[src/rtl/rect_fill_axi_master_pkg.sv]
// Shared types and AXI constants for the rectangle fill burst master.
package rect_fill_pkg;

    typedef enum logic [1:0] {
        SOLID    = 2'd0,
        GRADIENT = 2'd1,
        CHECKER  = 2'd2
    } fill_mode_e;

    typedef enum logic [2:0] {
        IDLE,
        CALC,
        ADDR,
        DATA,
        RESP,
        DONE
    } state_e;

    localparam logic [1:0]  BURST_INCR  = 2'b01;
    localparam logic [1:0]  RESP_SLVERR = 2'b10;
    localparam logic [1:0]  RESP_DECERR = 2'b11;
    localparam int unsigned PAGE_BYTES  = 4096;

endpackage

[src/rtl/rect_fill_axi_master_if.sv]
// AXI4 write-only channel bundle between the fill master and the interconnect.
interface rect_fill_axi_master_if #(
    parameter int unsigned ADDR_W = 32,
    parameter int unsigned DATA_W = 32
) ();

    logic [ADDR_W-1:0]   awaddr;
    logic [7:0]          awlen;
    logic [2:0]          awsize;
    logic [1:0]          awburst;
    logic                awvalid;
    logic                awready;
    logic [DATA_W-1:0]   wdata;
    logic [DATA_W/8-1:0] wstrb;
    logic                wlast;
    logic                wvalid;
    logic                wready;
    logic [1:0]          bresp;
    logic                bvalid;
    logic                bready;

    modport master (
        output awaddr, awlen, awsize, awburst, awvalid,
        input  awready,
        output wdata, wstrb, wlast, wvalid,
        input  wready,
        input  bresp, bvalid,
        output bready
    );

    modport slave (
        input  awaddr, awlen, awsize, awburst, awvalid,
        output awready,
        input  wdata, wstrb, wlast, wvalid,
        output wready,
        output bresp, bvalid,
        input  bready
    );

endinterface

[src/rtl/rect_fill_axi_master_pixel_gen.sv]
// Combinational pixel colour for a given (x, y) under the selected fill mode.
module rect_fill_pixel_gen
    import rect_fill_pkg::*;
#(
    parameter int unsigned DATA_W    = 32,
    parameter int unsigned DIM_W     = 16,
    parameter int unsigned CHK_SHIFT = 3
) (
    input  logic [1:0]        mode,
    input  logic [DIM_W-1:0]  x,
    input  logic [DIM_W-1:0]  y,
    input  logic [DATA_W-1:0] color,
    input  logic [DATA_W-1:0] color2,
    output logic [DATA_W-1:0] pixel
);

    logic sq_odd;

    always_comb begin
        // (x>>S) ^ (y>>S) equals (x^y)>>S; only its lsb picks the square colour
        sq_odd = 1'((x ^ y) >> CHK_SHIFT);
        pixel  = color;
        case (mode)
            GRADIENT: pixel = color + DATA_W'(x);
            CHECKER:  pixel = sq_odd ? color2 : color;
            default:  pixel = color;
        endcase
    end

endmodule

[src/rtl/rect_fill_axi_master.sv]
// AXI4 burst write master filling a rectangle with solid, gradient or checker pixels.
module rect_fill_axi_master
    import rect_fill_pkg::*;
#(
    parameter int unsigned ADDR_W    = 32,
    parameter int unsigned DATA_W    = 32,
    parameter int unsigned MAX_BURST = 16,
    parameter int unsigned DIM_W     = 16,
    parameter int unsigned CHK_SHIFT = 3
) (
    input  logic                  aclk,
    input  logic                  areset,
    input  logic                  start,
    input  logic [ADDR_W-1:0]     cfg_base_addr,
    input  logic [DIM_W-1:0]      cfg_width,
    input  logic [DIM_W-1:0]      cfg_height,
    input  logic [ADDR_W-1:0]     cfg_stride,
    input  logic [1:0]            cfg_mode,
    input  logic [DATA_W-1:0]     cfg_color,
    input  logic [DATA_W-1:0]     cfg_color2,
    output logic                  busy,
    output logic                  done,
    output logic                  err,
    rect_fill_axi_master_if.master m_axi
);

    localparam int unsigned BYTES      = DATA_W / 8;
    localparam int unsigned BYTE_SHIFT = $clog2(BYTES);

    state_e             state_q, state_d;
    logic [ADDR_W-1:0]  cur_addr_q, cur_addr_d, row_addr_q, row_addr_d, stride_q, stride_d;
    logic [DIM_W-1:0]   width_q, width_d, height_q, height_d, x_q, x_d, y_q, y_d;
    logic [1:0]         mode_q, mode_d;
    logic [DATA_W-1:0]  color_q, color_d, color2_q, color2_d, wdata_q, wdata_d;
    logic [7:0]         beat_q, beat_d, awlen_q, awlen_d;
    logic [ADDR_W-1:0]  awaddr_q, awaddr_d;
    logic               awvalid_q, awvalid_d, wvalid_q, wvalid_d, wlast_q, wlast_d;
    logic               bready_q, bready_d, busy_q, busy_d, done_q, done_d, err_q, err_d;

    logic [ADDR_W-1:0]  base_al, next_row;
    logic [DIM_W-1:0]   pix_x, row_left, x_adv, y_inc;
    logic [12:0]        page_bytes, page_beats;
    logic [31:0]        beats_calc;
    logic [DATA_W-1:0]  pixel;
    logic               resp_err;

    rect_fill_pixel_gen #(
        .DATA_W    (DATA_W),
        .DIM_W     (DIM_W),
        .CHK_SHIFT (CHK_SHIFT)
    ) u_pixel_gen (
        .mode   (mode_q),
        .x      (pix_x),
        .y      (y_q),
        .color  (color_q),
        .color2 (color2_q),
        .pixel  (pixel)
    );

    always_comb begin
        base_al    = cfg_base_addr & ~ADDR_W'(BYTES - 1);
        next_row   = row_addr_q + stride_q;
        // ADDR prepares beat 0; in DATA the next beat's pixel is prepared
        pix_x      = (state_q == ADDR) ? x_q : x_q + DIM_W'(beat_q) + DIM_W'(1);
        row_left   = width_q - x_q;
        x_adv      = x_q + DIM_W'(awlen_q) + DIM_W'(1);
        y_inc      = y_q + DIM_W'(1);
        page_bytes = 13'(PAGE_BYTES) - {1'b0, cur_addr_q[11:0]};
        page_beats = page_bytes >> BYTE_SHIFT;
        beats_calc = 32'(row_left);
        if (MAX_BURST < beats_calc)
            beats_calc = MAX_BURST;
        if (32'(page_beats) < beats_calc)
            beats_calc = 32'(page_beats);
        resp_err   = m_axi.bresp inside {RESP_SLVERR, RESP_DECERR};

        state_d    = state_q;
        cur_addr_d = cur_addr_q;
        row_addr_d = row_addr_q;
        stride_d   = stride_q;
        width_d    = width_q;
        height_d   = height_q;
        x_d        = x_q;
        y_d        = y_q;
        mode_d     = mode_q;
        color_d    = color_q;
        color2_d   = color2_q;
        wdata_d    = wdata_q;
        beat_d     = beat_q;
        awlen_d    = awlen_q;
        awaddr_d   = awaddr_q;
        awvalid_d  = awvalid_q;
        wvalid_d   = wvalid_q;
        wlast_d    = wlast_q;
        bready_d   = bready_q;
        busy_d     = busy_q;
        done_d     = 1'b0;
        err_d      = err_q;

        case (state_q)
            IDLE: if (start) begin
                cur_addr_d = base_al;
                row_addr_d = base_al;
                stride_d   = cfg_stride;
                width_d    = cfg_width;
                height_d   = cfg_height;
                mode_d     = cfg_mode;
                color_d    = cfg_color;
                color2_d   = cfg_color2;
                x_d        = '0;
                y_d        = '0;
                err_d      = 1'b0;
                busy_d     = 1'b1;
                state_d    = (cfg_width == '0 || cfg_height == '0) ? DONE : CALC;
            end
            CALC: begin
                awaddr_d  = cur_addr_q;
                awlen_d   = 8'(beats_calc - 32'd1);
                awvalid_d = 1'b1;
                state_d   = ADDR;
            end
            ADDR: if (m_axi.awready) begin
                awvalid_d = 1'b0;
                wvalid_d  = 1'b1;
                wdata_d   = pixel;
                wlast_d   = (awlen_q == 8'd0);
                beat_d    = '0;
                state_d   = DATA;
            end
            DATA: if (m_axi.wready) begin
                if (wlast_q) begin
                    wvalid_d = 1'b0;
                    wlast_d  = 1'b0;
                    bready_d = 1'b1;
                    state_d  = RESP;
                end else begin
                    beat_d  = beat_q + 8'd1;
                    wdata_d = pixel;
                    wlast_d = (beat_q + 8'd1 == awlen_q);
                end
            end
            RESP: if (m_axi.bvalid) begin
                bready_d = 1'b0;
                if (resp_err) begin
                    err_d   = 1'b1;
                    state_d = DONE;
                end else if (x_adv == width_q) begin
                    x_d        = '0;
                    y_d        = y_inc;
                    row_addr_d = next_row;
                    cur_addr_d = next_row;
                    state_d    = (y_inc == height_q) ? DONE : CALC;
                end else begin
                    x_d        = x_adv;
                    cur_addr_d = cur_addr_q + ((ADDR_W'(awlen_q) + ADDR_W'(1)) << BYTE_SHIFT);
                    state_d    = CALC;
                end
            end
            DONE: begin
                done_d  = 1'b1;
                busy_d  = 1'b0;
                state_d = IDLE;
            end
            default: state_d = IDLE;
        endcase
    end

    always_ff @(posedge aclk) begin
        if (areset) begin
            state_q    <= IDLE;
            cur_addr_q <= '0;
            row_addr_q <= '0;
            stride_q   <= '0;
            width_q    <= '0;
            height_q   <= '0;
            x_q        <= '0;
            y_q        <= '0;
            mode_q     <= '0;
            color_q    <= '0;
            color2_q   <= '0;
            wdata_q    <= '0;
            beat_q     <= '0;
            awlen_q    <= '0;
            awaddr_q   <= '0;
            awvalid_q  <= 1'b0;
            wvalid_q   <= 1'b0;
            wlast_q    <= 1'b0;
            bready_q   <= 1'b0;
            busy_q     <= 1'b0;
            done_q     <= 1'b0;
            err_q      <= 1'b0;
        end else begin
            state_q    <= state_d;
            cur_addr_q <= cur_addr_d;
            row_addr_q <= row_addr_d;
            stride_q   <= stride_d;
            width_q    <= width_d;
            height_q   <= height_d;
            x_q        <= x_d;
            y_q        <= y_d;
            mode_q     <= mode_d;
            color_q    <= color_d;
            color2_q   <= color2_d;
            wdata_q    <= wdata_d;
            beat_q     <= beat_d;
            awlen_q    <= awlen_d;
            awaddr_q   <= awaddr_d;
            awvalid_q  <= awvalid_d;
            wvalid_q   <= wvalid_d;
            wlast_q    <= wlast_d;
            bready_q   <= bready_d;
            busy_q     <= busy_d;
            done_q     <= done_d;
            err_q      <= err_d;
        end
    end

    assign busy          = busy_q;
    assign done          = done_q;
    assign err           = err_q;
    assign m_axi.awaddr  = awaddr_q;
    assign m_axi.awlen   = awlen_q;
    assign m_axi.awsize  = 3'(BYTE_SHIFT);
    assign m_axi.awburst = BURST_INCR;
    assign m_axi.awvalid = awvalid_q;
    assign m_axi.wdata   = wdata_q;
    assign m_axi.wstrb   = '1;
    assign m_axi.wlast   = wlast_q;
    assign m_axi.wvalid  = wvalid_q;
    assign m_axi.bready  = bready_q;

endmodule

[src/flat_wrapper.sv]
// flat-port wrapper written by rule: the top's interface ports become plain ports
module rect_fill_axi_master_flat import rect_fill_pkg::*;
#(
    parameter int unsigned ADDR_W    = 32,
    parameter int unsigned DATA_W    = 32,
    parameter int unsigned MAX_BURST = 16,
    parameter int unsigned DIM_W     = 16,
    parameter int unsigned CHK_SHIFT = 3
)
  (aclk, areset, start, cfg_base_addr, cfg_width, cfg_height, cfg_stride, cfg_mode, cfg_color, cfg_color2, busy, done, err, m_axi_awaddr, m_axi_awlen, m_axi_awsize, m_axi_awburst, m_axi_awvalid, m_axi_awready, m_axi_wdata, m_axi_wstrb, m_axi_wlast, m_axi_wvalid, m_axi_wready, m_axi_bresp, m_axi_bvalid, m_axi_bready);
  rect_fill_axi_master_if #(.ADDR_W(ADDR_W), .DATA_W(DATA_W)) m_axi_i ();
  input  logic aclk;
  input  logic areset;
  input  logic start;
  input  logic [ADDR_W-1:0] cfg_base_addr;
  input  logic [DIM_W-1:0] cfg_width;
  input  logic [DIM_W-1:0] cfg_height;
  input  logic [ADDR_W-1:0] cfg_stride;
  input  logic [1:0] cfg_mode;
  input  logic [DATA_W-1:0] cfg_color;
  input  logic [DATA_W-1:0] cfg_color2;
  output logic busy;
  output logic done;
  output logic err;
  output wire logic [$bits(m_axi_i.awaddr)-1:0] m_axi_awaddr;
  output wire logic [$bits(m_axi_i.awlen)-1:0] m_axi_awlen;
  output wire logic [$bits(m_axi_i.awsize)-1:0] m_axi_awsize;
  output wire logic [$bits(m_axi_i.awburst)-1:0] m_axi_awburst;
  output wire logic [$bits(m_axi_i.awvalid)-1:0] m_axi_awvalid;
  input wire logic [$bits(m_axi_i.awready)-1:0] m_axi_awready;
  output wire logic [$bits(m_axi_i.wdata)-1:0] m_axi_wdata;
  output wire logic [$bits(m_axi_i.wstrb)-1:0] m_axi_wstrb;
  output wire logic [$bits(m_axi_i.wlast)-1:0] m_axi_wlast;
  output wire logic [$bits(m_axi_i.wvalid)-1:0] m_axi_wvalid;
  input wire logic [$bits(m_axi_i.wready)-1:0] m_axi_wready;
  input wire logic [$bits(m_axi_i.bresp)-1:0] m_axi_bresp;
  input wire logic [$bits(m_axi_i.bvalid)-1:0] m_axi_bvalid;
  output wire logic [$bits(m_axi_i.bready)-1:0] m_axi_bready;
  assign m_axi_awaddr = m_axi_i.awaddr;
  assign m_axi_awlen = m_axi_i.awlen;
  assign m_axi_awsize = m_axi_i.awsize;
  assign m_axi_awburst = m_axi_i.awburst;
  assign m_axi_awvalid = m_axi_i.awvalid;
  assign m_axi_i.awready = m_axi_awready;
  assign m_axi_wdata = m_axi_i.wdata;
  assign m_axi_wstrb = m_axi_i.wstrb;
  assign m_axi_wlast = m_axi_i.wlast;
  assign m_axi_wvalid = m_axi_i.wvalid;
  assign m_axi_i.wready = m_axi_wready;
  assign m_axi_i.bresp = m_axi_bresp;
  assign m_axi_i.bvalid = m_axi_bvalid;
  assign m_axi_bready = m_axi_i.bready;
  rect_fill_axi_master #(.ADDR_W(ADDR_W), .DATA_W(DATA_W), .MAX_BURST(MAX_BURST), .DIM_W(DIM_W), .CHK_SHIFT(CHK_SHIFT)) u_core (.aclk(aclk), .areset(areset), .start(start), .cfg_base_addr(cfg_base_addr), .cfg_width(cfg_width), .cfg_height(cfg_height), .cfg_stride(cfg_stride), .cfg_mode(cfg_mode), .cfg_color(cfg_color), .cfg_color2(cfg_color2), .busy(busy), .done(done), .err(err), .m_axi(m_axi_i));
endmodule
[config.mk]
export PLATFORM = sky130hd
export DESIGN_NAME = rect_fill_axi_master_flat
export DESIGN_NICKNAME = d
export VERILOG_FILES = /design/src/rtl/rect_fill_axi_master_pkg.sv /design/src/rtl/rect_fill_axi_master_if.sv /design/src/rtl/rect_fill_axi_master_pixel_gen.sv /design/src/rtl/rect_fill_axi_master.sv /design/src/flat_wrapper.sv
export SDC_FILE = /design/constraint.sdc
export NUM_CORES = 1
export LEC_CHECK = 0
export ABC_AREA = 1
export ABC_CLOCK_PERIOD_IN_PS = 4750
export BUFFER_PORTS_ARGS = -buffer_cell sky130_fd_sc_hd__buf_4
export CORE_MARGIN = 2
export CORE_UTILIZATION = 55
export CTS_CLUSTER_SIZE = 25
export DETAILED_ROUTE_END_ITERATION = 10
export MAX_ROUTING_LAYER = met4
export PLACE_DENSITY = 0.83
export REMOVE_ABC_BUFFERS = 1
export SETUP_SLACK_MARGIN = 0.3
export SLEW_MARGIN = 20
export SYNTH_ARGS = -nofsm -noshare
export SYNTH_HDL_FRONTEND = slang
export SYNTH_SLANG_ARGS = --single-unit
[constraint.sdc]
create_clock -name aclk -period 4.75 [get_ports aclk]
set_input_delay 0.2375 -clock aclk [delete_from_list [all_inputs] [get_ports aclk]]
set_output_delay 0.2375 -clock aclk [all_outputs]
set_load 0.03 [all_outputs]
==> results of run 1 <==
layer usage:
metal / wire length, um / vias to the layer above
li1: - / 10310
met1: 26590 / 9831
met2: 31020 / 883
met3: 4595 / 167
met4: 2355 / 0
met5: 0 / -
cell usage after synthesis (all sizes together), types with 2 or more instances:
library cell  count  area share (%)
nand2           571              11
o221ai           15            0.66
nand3b            9            0.34
nand3           180             4.6
nand4            24            0.76
o211ai           57             2.2
buf              24            0.83
a22oi             3            0.11
clkinv            2           0.038
conb              2           0.038
nor2            225             4.3
a31oi            19            0.60
a211oi            8            0.30
nor4             19            0.60
nor3             43             1.1
inv             298             5.6
and3              2           0.063
xor2            112             5.0
o21a              7            0.26
and2              3           0.095
ha              104             6.6
o21ai           259             6.6
fa                6            0.61
nor3b             3            0.11
clkbuf          128             2.4
o211a             8            0.40
o22ai             3           0.095
dfxtp           316              32
o21bai           13            0.49
o2111ai           2           0.088
a21o              3            0.11
a21boi            5            0.19
a21oi           381             9.6
or2              26            0.83
xnor2            26             1.1
cell families (layout without fill, tap and decap cells):
group                      Yosys count  after routing  synth area share (%)
and+or+nand+nor                   1107           1107                 23.84
AOI/OAI and AO/OA                  789            789                 21.99
buffers and inverters              452            743                 8.928
DFF                                316            316                 31.90
xor gates and xnor gates           138            138                 6.133
adders and majority gates          110            110                 7.168
other                                2             17               0.03787
critical path, cell delays in order (launching register included):
cell	delay [ps]
dfxtp_2	350
inv_2	60
ha_4	160
nand3b_1	140
and2_4	140
inv_2	50
nand2_2	50
a21oi_2	140
nor2_2	60
o21bai_1	140
a21oi_1	100
or2_4	270
a21oi_4	150
nand4_1	150
nor4_2	340
xor2_1	290
ha_2	330
nand2_4	100
nor2_4	120
nand3_2	60
or3_1	360
o21ai_2	70
nor2_1	60
o311ai_1	240
o211ai_1	130
a21oi_1	160
flip-flops by register name (all words and copies together) (netlist names), 2 cells and up:
| signal | count |
|---|---|
| u_core.color2_q | 32 |
| u_core.color_q | 32 |
| u_core.cur_addr_q | 32 |
| u_core.m_axi.awaddr | 32 |
| u_core.m_axi.wdata | 32 |
| u_core.row_addr_q | 32 |
| u_core.stride_q | 32 |
| u_core.height_q | 16 |
| u_core.width_q | 16 |
| u_core.x_q | 16 |
| u_core.y_q | 16 |
| u_core.beat_q | 8 |
| u_core.m_axi.awlen | 8 |
| u_core.state_q | 3 |
| u_core.mode_q | 2 |
power groups by stage:
stage	sequential [W]	clock [W]	combinational, W
finish	0.00404	0.00305	0.00756
global route	0.00411	0.00319	0.00834
CTS	0.00401	0.00307	0.00719
detailed placement	0.00405	0	0.00695
global placement	0.00402	0	0.00677
floorplan	0.00430	0	0.00438
final cells by class:
cell class / count / area, um2 / area share, %
inverter: 300 / 1131 / 4.597
clock buffer: 52 / 1095 / 4.449
multi-input combinational: 2159 / 12250 / 49.77
clock inverter: 13 / 205.2 / 0.8339
antenna: 2 / 5.005 / 0.02034
tap: 461 / 576.8 / 2.344
sequential: 316 / 6339 / 25.76
timing repair buffer: 378 / 3008 / 12.22
metrics by stage:
stage / std cells / total power [W] / utilization [%] / TNS [ps]
after floorplan: 2775 / 0.008681 / - / -455920
after global placement: 3530 / 0.01079 / 62.07 / 0
after detailed placement: 3530 / 0.01100 / 62.07 / -48.64
after CTS: 3665 / 0.01427 / 67.81 / 0
after global routing: 3680 / 0.01564 / 69.17 / 0
final: 3681 / 0.01465 / 69.18 / 0
worst max path at each step:
stage	start	to	slack, ps	cells past startpoint
2_1_floorplan	u_core.state_q[0]	u_core.color2_q[14]	-2700	6
3_3_place_gp	u_core.beat_q[0]	u_core.m_axi.wdata[27]	140	28
3_5_place_dp	u_core.beat_q[0]	u_core.m_axi.wdata[27]	-50	28
4_1_cts	u_core.beat_q[0]	u_core.m_axi.wdata[27]	280	29
5_1_grt	u_core.x_q[0]	u_core.m_axi.wdata[25]	180	25
6_report	u_core.x_q[0]	u_core.m_axi.wdata[25]	420	25
repair_timing:
action / in CTS / in global routing
setup buffers: 15 / 14
hold endpoints to repair: 60 / 0
gates resized for setup: 27 / 104
setup endpoints to repair: 18 / 31
hold buffers: 55 / 0
pin swaps: 12 / 48
==> flow_summary.toml, run 1 <==
[die]
num_rows = 69
core_area_um2 = 35570
die_w_um = 193.9
num_io_pins = 258
die_y_um = 193.9
die_area_um2 = 37590
start_util_pct = 55.75

[clock_tree]
cts_tree = "done"
clk_latency_ps = 540
cts.sinks = 316
cts_buffer_depth = 3
h-tree-depth = 2
root_buffer = "clkbuf_16"
path_clk_slew_ps = 60
numCtsBuffers = 37

[timing]
hold_viol = 0
hold-worst-slack_ps = 12.13
setup-violations-final = 0
relSlewSlack_pct = 31.39
fin_ws_ps = 421.5
finalClockSkew_ps = 26.76
rsz0062_at_grt = "yes"
tightest_slew_ps = 1029
period_needed_ps = 4328
slew_viol_final = 0
max_freq_mhz = 231.0
post-route-period-util_pct = 91.13

[pwr]
ir_drop_uv = 478.6
p_leak_nw = 10.85
swShare_pct = 46.06
p_clk_share_pct = 20.8
p_int_w = 0.007903
p_sw_w = 0.006747
p_per_area_nw_per_um2 = 595.4
seqPwrFrac_pct = 27.5
power_frac_comb_pct = 51.6

[global_route]
gr-usage-met1_pct = 40.55
grt_pass1_vias = 20430
grt_start_max_net_pins = 106
grtUsageTotal_pct = 33.84
grt_busiest_layer = "met2"
met3_usage_pct = 4.453
antenna_found_initial = 1
met2_usage_pct = 57.91
grt_first_pass_wirelength_mm = 102.4
grt_overflow = 0

[route]
first_iter_violations = 1450
ant_nets = 0
viasPerCell = 5.756
dr_total_vias = 21190
avgRoutedWirePerCell_um = 17.54
drtPass1Iterations = 5
wirelength_mm = 64.57
route.detailed.drc = 0

[synthesis]
ys.flop_type = "dfxtp_1"
netlist-cell-type-count = 59
syn_area_um2 = 19830
yosysSeqAreaShare_pct = 31.90
synthCells = 2914
synth.avg_cell_area_um2 = 6.805
synth-seq-cells = 316
synth_edf_count = 0
ys_warn_count = 0
synthArstFlopShare_pct = 0

[setup_path]
worst_r2r_endpoint = "u_core.m_axi.wdata[25]"
cp-start-kind = "register"
end_kind = "register"
cp.arrival_ps = 4780
path_class = "reg -> reg"
r2r_slack_ps = 420
r2r-start = "u_core.x_q[0]"
ff2ff_path_depth = 25
path_max_fanout = 5
cp.required_ps = 5210

[final_layout]
drive_gt1_share_pct = 16.38
area_growth_pct = 24.08
n_fill_cell = 2998
final_nets = 3472
final_cell_mix = "nand2_1, a21oi_1, buf_4"
design_area_um2 = 24610
final_common_cell = "nand2_1"

[job]
cap_viol_max_count = 0

[hold_path]
holdPathStages = 3
hp-class = "in -> reg"
hold_start = "cfg_width[11]"
hold_end = "u_core.width_q[11]"

[status]
status = "finished clean"

[placed_design]
dpl.hpwl_mm = 44.43
dpl-instance-area_um2 = 22080
gp_congestion = 0.9252
dpl_worst_slack_ps = -48.64
io_buffers = 245
Note: power is estimated with default switching activity, not from simulation.
==> run 2, diff against run 1 <==
Settings changed: ABC_CLOCK_PERIOD_IN_PS 4750 to 4450, CORE_ASPECT_RATIO set to 2, RECOVER_POWER set to 25.
Clock period 4.75 ns to 4.45 ns, I/O delays scaled along.
==> flow_summary.toml, run 2 (synthesis gave the netlist of run 1 again) <==
[route]
viasPerCell = 6.034
route.detailed.drc = 0
avgRoutedWirePerCell_um = 20.66
ant_nets = 0
wirelength_mm = 79.38
dr_total_vias = 23180
first_iter_violations = 1477
drtPass1Iterations = 8

[timing]
setup-violations-final = 0
hold_viol = 0
rsz0062_at_grt = "yes"
slew_viol_final = 26
period_needed_ps = 4258
fin_setup_tns_ps = 0
tightest_slew_ps = 1584
max_freq_mhz = 234.8
finalClockSkew_ps = 27.69
post-route-period-util_pct = 95.70
relSlewSlack_pct = -5.601

[die]
num_rows = 98
core_area_um2 = 35680
die_area_um2 = 37680
die_y_um = 272.5
start_util_pct = 55.58
num_io_pins = 258
die_w_um = 138.3

[setup_path]
cp.arrival_ps = 4780
path_buf_inv = 4
slowest_stage = "ha_1"
worst_r2r_endpoint = "u_core.m_axi.wdata[29]"
path_max_fanout = 4
r2r-start = "u_core.x_q[1]"
cp-start-kind = "register"
end_kind = "register"
path_class = "reg -> reg"
path_delay_family = "compound AO/OA/AOI/OAI gates"
r2r_slack_ps = 190
slowest_delay_ps = 380
ff2ff_path_depth = 28
cp.required_ps = 4970

[pwr]
p_per_area_nw_per_um2 = 634.2
p_leak_nw = 11.51
ir_drop_uv = 512.3

[status]
status = "finished, violations left"
violations = "max-capacitance violations, max-slew violations"

[global_route]
grt_pass1_vias = 23110
grt_start_max_net_pins = 127
grtUsageTotal_pct = 38.78
antenna_found_initial = 1
grt_first_pass_wirelength_mm = 114.9
grt_overflow = 0

[clock_tree]
cts_tree = "done"
path_clk_slew_ps = 70
h-tree-depth = 1
numCtsBuffers = 30
clk_latency_ps = 610
cts_buffer_depth = 3
root_buffer = "clkbuf_16"
cts.sinks = 316

[final_layout]
drive_gt1_share_pct = 18.93
final_cell_mix = "nand2_1, a21oi_1, dfxtp_1"
stdcell_count = 3842
final_common_cell = "nand2_1"
area_growth_pct = 34.74
final_nets = 3649

[placed_design]
gp_congestion = 1.023
io_buffers = 245
dp_cells = 3563
dpl.hpwl_mm = 51.57

[hold_path]
hold_end = "u_core.row_addr_q[28]"
hp-class = "in -> reg"
holdPathStages = 5
hold_start = "cfg_base_addr[28]"

[job]
cap_viol_max_count = 1
## run 2: final cells by class
type	count	area (um2)
Sequential cell	316	6336
Fill cell	2747	8962
Tap cell	450	563.0
Clock inverter	6	111.4
Antenna cell	1	2.502
Multi-Input combinational cell	2160	12930
Timing Repair Buffer	561	4722
Clock buffer	48	899.6
Inverter	300	1150
## run 2: routing by layer
layer  global-route usage, %  wire length (um)  vias up
li1                        -                 -    10650
met1                   34.51             24350    10660
met2                   72.03             40390     1266
met3                   4.381              5119      601
met4                   33.35              9519        0
met5                       -                 0        -
## run 2: power by group
part / internal (W) / switching [W] / total [W]
Clock: 0.00155 / 0.00121 / 0.00276
Sequential: 0.00365 / 0.000725 / 0.00437
Combinational: 0.00348 / 0.00634 / 0.00981
Total: 0.00867 / 0.00828 / 0.0169
## run 2: worst max-delay path by stage
stage,from,to,cells past startpoint
finish,u_core.x_q[1],u_core.m_axi.wdata[29],28
global placement,u_core.x_q[0],u_core.m_axi.wdata[25],25
global route,u_core.x_q[1],u_core.m_axi.wdata[23],29
CTS,u_core.x_q[1],u_core.m_axi.wdata[27],29
floorplan,u_core.state_q[0],u_core.color2_q[14],6
detailed placement,u_core.x_q[0],u_core.m_axi.wdata[27],29
## run 2: repair_timing
action                                  in CTS  in global routing
pin swaps                                   54                120
hold endpoints to repair                   169                  0
hold buffers                               152                  0
endpoints found under the setup margin      29                127
gates resized for setup                    101                280
setup buffers                               36                 23
gates cloned                                 0                 13
## run 2: stage by stage
stage | worst slack [ps] | utilization [%] | hold slack (ps) | area (um2) | power, W
2_1_floorplan | -3004 | - | 291.6 | 19230 | 0.009266
3_3_place_gp | -113.4 | 62.84 | 437.1 | 22420 | 0.01178
3_5_place_dp | -249.9 | 62.84 | 434.8 | 22420 | 0.01196
4_1_cts | 85.39 | 71.64 | 27.38 | 25560 | 0.01534
5_1_grt | -18.21 | 74.88 | 76.72 | 26720 | 0.01781
6_report | 191.5 | 74.88 | 57.65 | 26720 | 0.01695
## run 2: tightest hold or removal path, cell delays in order
cell	delay (ps)
buf_4	70
inv_1	30
nor2_1	100
nor2_1	70
a21oi_1	110
